**src/rtl/ysyx_24100006_pkg.sv**
```systemverilog
// Shared definitions for the ysyx_24100006 instruction fetch unit:
// FSM state encoding, fetch exception cause codes and default reset PC.
package ysyx_24100006_pkg;

   typedef enum logic [1:0] {
      S_AR  = 2'd0,
      S_R   = 2'd1,
      S_OUT = 2'd2
   } ifu_state_e;

   localparam logic [7:0]  FETCH_MISALIGN   = 8'd0;
   localparam logic [7:0]  FETCH_FAULT      = 8'd1;
   localparam logic [31:0] DEFAULT_RESET_PC = 32'h3000_0000;

endpackage

```
**src/rtl/ysyx_24100006_ifu.sv**
```systemverilog
// Instruction fetch unit: AR -> R -> OUT bus sequencer with redirect/drop handling.
// Optional macro YSYX_24100006_IFU_MISALIGN_CHECK_EN enables misaligned-target exceptions.
module ysyx_24100006_ifu
   import ysyx_24100006_pkg::*;
#(
   parameter logic [31:0] RESET_PC = DEFAULT_RESET_PC
) (
   input  logic        clk,
   input  logic        reset,
   input  logic        flush_i,
   input  logic [31:0] redirect_pc_i,
   output logic        arvalid_o,
   input  logic        arready_i,
   output logic [31:0] araddr_o,
   input  logic        rvalid_i,
   output logic        rready_o,
   input  logic [31:0] rdata_i,
   input  logic [1:0]  rresp_i,
   output logic        out_valid,
   input  logic        out_ready,
   output logic [31:0] instruction_o,
   output logic [31:0] pc_o,
   output logic [31:0] pc_add_4_o,
   output logic        irq_o,
   output logic [7:0]  irq_no_o
);

   ifu_state_e  state, state_d;
   logic [31:0] pc, pc_d;
   logic [31:0] ar_addr, ar_d;
   logic        drop, drop_d;
   logic        ld_beat, ld_fault;
   logic [31:0] tgt, nxt;
   logic        ar_mis;

`ifdef YSYX_24100006_IFU_MISALIGN_CHECK_EN
   assign tgt    = redirect_pc_i;
   assign ar_mis = (ar_addr[1:0] != 2'b00);
`else
   assign tgt    = redirect_pc_i & 32'hFFFF_FFFC;
   assign ar_mis = 1'b0;
`endif

   // pc is the next address to fetch; ar_addr is the address of the request on the bus.
   // They differ only while a dropped request is still outstanding.
   always_ff @(posedge clk or negedge reset) begin
      if (!reset) begin
         state   <= S_AR;
         pc      <= RESET_PC;
         ar_addr <= RESET_PC;
         drop    <= 1'b0;
      end else begin
         state   <= state_d;
         pc      <= pc_d;
         ar_addr <= ar_d;
         drop    <= drop_d;
      end
   end

   always_comb begin
      state_d  = state;
      pc_d     = pc;
      ar_d     = ar_addr;
      drop_d   = drop;
      ld_beat  = 1'b0;
      ld_fault = 1'b0;
      nxt      = pc;
      case (state)
         S_AR: begin
            if (ar_mis) begin
               // no request was issued, so a redirect simply replaces the target
               if (flush_i) begin
                  pc_d = tgt;
                  ar_d = tgt;
               end else begin
                  ld_fault = 1'b1;
                  state_d  = S_OUT;
               end
            end else begin
               if (flush_i) begin
                  pc_d   = tgt;
                  drop_d = 1'b1;
               end
               if (arready_i) state_d = S_R;
            end
         end
         S_R: begin
            if (rvalid_i) begin
               if (drop || flush_i) begin
                  nxt     = flush_i ? tgt : pc;
                  pc_d    = nxt;
                  ar_d    = nxt;
                  drop_d  = 1'b0;
                  state_d = S_AR;
               end else begin
                  ld_beat = 1'b1;
                  state_d = S_OUT;
               end
            end else if (flush_i) begin
               pc_d   = tgt;
               drop_d = 1'b1;
            end
         end
         S_OUT: begin
            if (flush_i) begin
               pc_d    = tgt;
               ar_d    = tgt;
               state_d = S_AR;
            end else if (out_ready) begin
               pc_d    = pc + 32'd4;
               ar_d    = pc + 32'd4;
               state_d = S_AR;
            end
         end
         default: state_d = S_AR;
      endcase
   end

   always_ff @(posedge clk or negedge reset) begin
      if (!reset) begin
         instruction_o <= '0;
         pc_o          <= '0;
         pc_add_4_o    <= '0;
         irq_o         <= 1'b0;
         irq_no_o      <= '0;
      end else if (ld_beat) begin
         instruction_o <= rdata_i;
         pc_o          <= ar_addr;
         pc_add_4_o    <= ar_addr + 32'd4;
         irq_o         <= (rresp_i != 2'b00);
         irq_no_o      <= (rresp_i != 2'b00) ? FETCH_FAULT : '0;
      end else if (ld_fault) begin
         instruction_o <= '0;
         pc_o          <= ar_addr;
         pc_add_4_o    <= ar_addr + 32'd4;
         irq_o         <= 1'b1;
         irq_no_o      <= FETCH_MISALIGN;
      end
   end

   // gated by reset so nothing is requested while the bus is held in reset
   assign arvalid_o = reset && (state == S_AR) && !ar_mis;
   assign araddr_o  = ar_addr;
   assign rready_o  = reset && (state == S_R);
   assign out_valid = (state == S_OUT);

endmodule

```
**config.mk**
```make
export PLATFORM = sky130hd
export DESIGN_NAME = ysyx_24100006_ifu
export DESIGN_NICKNAME = d
export VERILOG_FILES = /design/src/rtl/ysyx_24100006_pkg.sv /design/src/rtl/ysyx_24100006_ifu.sv
export SDC_FILE = /design/constraint.sdc
export NUM_CORES = 1
export LEC_CHECK = 0
export CORE_UTILIZATION = 43
export DETAILED_ROUTE_END_ITERATION = 12
export GPL_TIMING_DRIVEN = 0
export HOLD_SLACK_MARGIN = 0.08
export PLACE_DENSITY = 0.71
export SLEW_MARGIN = 20
export SYNTH_ARGS = -nofsm -noshare
export SYNTH_HDL_FRONTEND = slang
export SYNTH_SLANG_ARGS = --single-unit
```
**constraint.sdc**
```tcl
create_clock -name clk -period 2.58 [get_ports clk]
set_input_delay 0.645 -clock clk [delete_from_list [all_inputs] [get_ports clk]]
set_output_delay 0.645 -clock clk [all_outputs]
set_load 0.005 [all_outputs]
```
==> implementation parameters <==
Parameter                              Value

Clock tree
  Post-CTS resize count ... 0
  Clk root buf ... clkbuf_16
  Clock input transition at the sequential cells of the worst setup and hold paths ... 0.06 ns
  Number of clock sinks seen by CTS ... 162
  Cts bufs inserted ... 17
  Clk Latency, worst-skew pair ... 0.43 ns
  Hold-fix buffers at CTS ... 0
  Max clock buf depth ... 2
  Setup bufs post-CTS ... 0
  Count of H-tree levels built during CTS ... 4
  Clock tree from TritonCTS ... built

Timing
  Transition at the pin with the smallest max-transition slack ... 0.641 ns
  Final-report setup violation count ... 0
  Max-slew headroom at the worst pin ... 57.3%
  Worst setup skew after layout ... 0.0125 ns
  Final Slew Violations ... 0
  Number of hold violations in the final report ... 0
  Post-layout min period ... 2.50 ns
  Fin crit share ... 96.8%
  Unrepaired setup endpoints after global routing ... no
  Fmax ... 400 MHz

Hold path
  Hold crit path type ... primary input to async pin

Worst setup path
  Number of cells on the worst reg-to-reg path ... 7
  Crit start category ... flop
  Reg2Reg Launch Point ... state[0]
  Crit path required time ... 1.93 ns
  Register-to-register path setup slack ... 0.28 ns
  Setup crit end kind ... output pin
  Crit Reg-Reg Endpoint ... pc[22]
  Type of the worst setup path ... flop to output pin
  Endpoint arrival time on the critical path ... 1.85 ns
  Largest fanout of any net on the critical path ... 10

Place
  Count of input and output buffers ... 202
  HPWL after DPL ... 17500 µm
  Placer congestion estimate ... 0.899
  Instance area after placement ... 10600 µm²

Drt
  Via count ... 7028
  Antenna violation net count after detailed routing ... 0
  Remaining routing DRC violations ... 0
  First drt pass iteration count ... 5
  Final Routed Wirelength ... 23500 µm
  Post-detailed-route wirelength per cell ... 18.4 µm
  Via count normalized by instance count ... 5.51
  DR iter-0 viols ... 535

Floorplanning
  Die Width ... 140 µm
  Starting Density ... 43.7%
  Core area ... 18700 µm²
  Die span in y ... 140 µm
  Number of primary I/O pins ... 212
  Area of the die ... 19600 µm²
  Total number of placement rows ... 50

Synth
  FF+latch count, synth ... 162
  Number of library cell types mapped by synthesis ... 68
  Synth top cells by count ... dfrtp_1 (158), nand2_1 (95), mux2_2 (79)
  Share of the synthesized area in the top cell type ... 48.3%
  Register area share after synthesis ... 49.6%
  Cell type with the highest aggregate area in the netlist ... dfrtp_1
  Mean instance size in the synthesized netlist ... 10.2 µm²
  Share of synthesized flip-flops with an asynchronous set or reset ... 100%
  Synth Cell Area ... 8180 µm²
  Number of instances in the synthesized netlist ... 801
  Biggest area contributors in the synthesized netlist ... dfrtp_1 (48%), mux2_2 (11%), nand2_1 (4.4%)
  EDFF count, synth ... 0
  Ys flop type ... dfrtp_1
  Leading cell type by number of instances after synthesis ... dfrtp_1
  Warning count from the yosys run ... 0

Power and ir drop
  Net switching power figure ... 0.00323 W
  Worst ir drop on vdd ... 0.594 mV
  PwrDens ... 934 nW/µm²
  Internal cell power ... 0.00716 W
  Fraction of power spent switching nets ... 31.1%
  Reported leakage power ... 4.70 nW
  Combinational cell fraction of total power ... 35.5%
  Clock network fraction of design power ... 23.2%
  Post-route total power ... 0.0104 W
  Sequential group share of total power ... 41.4%

Layout
  Area delta synth->final ... 35.9%
  Post-route design area ... 11100 µm²
  Fin nets ... 1103
  Antenna fix cells ... 0
  Final core area utilization ... 59.4%
  Share of layout cells above drive strength 1 ... 16.5%

Global route
  Global-route wire length before repair ... 37000 µm
  Number of antenna violations at the first check in global routing ... 0
  Maximum number of pins on one net before global-route repair ... 100
  Vias in the first global route ... 6579
  Aggregate global routing overflow ... 0
  Overall routing resource usage ... 24.7%

Job
  Count of max-cap constraint violations ... 0

Outcome
  Outcome ... finished, final reports clean
[worst max-delay path by stage]
stage / depth (start not counted) / from / to / slack, ns
CTS: 4 / state[1] / out_valid / 0.01
detailed placement: 7 / flush_i / araddr_o[11] / -0.37
finish: 4 / state[1] / out_valid / 0.08
floorplan: 6 / flush_i / araddr_o[27] / 0.51
global placement: 1 / reset / instruction_o[14] / -5.98
global route: 4 / state[1] / out_valid / 0.004
[per-stage QoR]
| step | hold WS (ns) | setup slack (ns) | std cells | setup TNS, ns |
|---|---|---|---|---|
| finish | 0.120 | 0.0823 | 1275 | 0 |
| global route | 0.139 | 0.00419 | 1275 | 0 |
| CTS | 0.181 | 0.0148 | 1275 | 0 |
| floorplan | 0.349 | 0.507 | 807 | 0 |
| global placement | 0.461 | -5.98 | 1243 | -986.34 |
| detailed placement | 0.471 | -0.367 | 1244 | -20.57 |
[state kept, by name, indices dropped and copies added (netlist names)]
name / cells
araddr_o: 32
instruction_o: 32
pc: 32
pc_o: 32
pc_add_4_o: 30
state: 2
drop: 1
irq_o: 1
[cells by family after synthesis]
group | Yosys count | share of synthesized area, %
compound gates | 170 | 12.5
simple gates | 256 | 16.2
fa+ha+maj | 2 | 0.306
xor+xnor | 30 | 3.21
buf+inv | 82 | 4.86
mux | 98 | 13.3
flops | 162 | 49.6
other cells | 1 | 0.0458
[cell usage in the layout (no fill, tap or decap), types with 14 or more instances in the layout]
cell type,count
clkdlybuf4s50_1,201
dfrtp_1,158
nand2_1,95
mux2_2,79
o21ai_0,70
nor2_1,41
a21oi_1,35
nand3_1,33
clkbuf_1,22
nand4_1,19
inv_1,18
mux2i_1,18
buf_2,17
clkbuf_16,17
xor2_1,16
xnor2_1,14
[layout make-up]
type | instances | area (µm²)
Fill cell | 1602 | 7590
Clock buffer | 17 | 425
Buffer | 63 | 330
Tap cell | 234 | 293
Inverter | 19 | 71.3
Timing Repair Buffer | 203 | 2060
Clock inverter | 14 | 130
Multi-Input combinational cell | 563 | 3750
Sequential cell | 162 | 4060
[critical path: stages (launching register included)]
cell and delay (ns):
dfrtp_1 0.34, buf_6 0.14, or2b_1 0.30, inv_2 0.13
clkdlybuf4s50_1 0.52
[power groups by stage]
stage               Combinational (W)  Clock [W]  Sequential (W)
floorplan                     0.00133          0         0.00423
global route                  0.00400    0.00258         0.00443
finish                        0.00369    0.00241         0.00430
CTS                           0.00371    0.00245         0.00430
global placement              0.00364          0         0.00429
detailed placement            0.00370          0         0.00434
[layer usage]
metal | up-vias | part of all wire [%] | global-route usage (%)
met5 | - | 0 | 0
met4 | 0 | 1.5 | 6.94
met3 | 26 | 7.4 | 5.23
met2 | 306 | 48 | 40.5
met1 | 3381 | 43 | 33.0
li1 | 3315 | - | -
No activity file was read; power rests on OpenSTA's default activity.
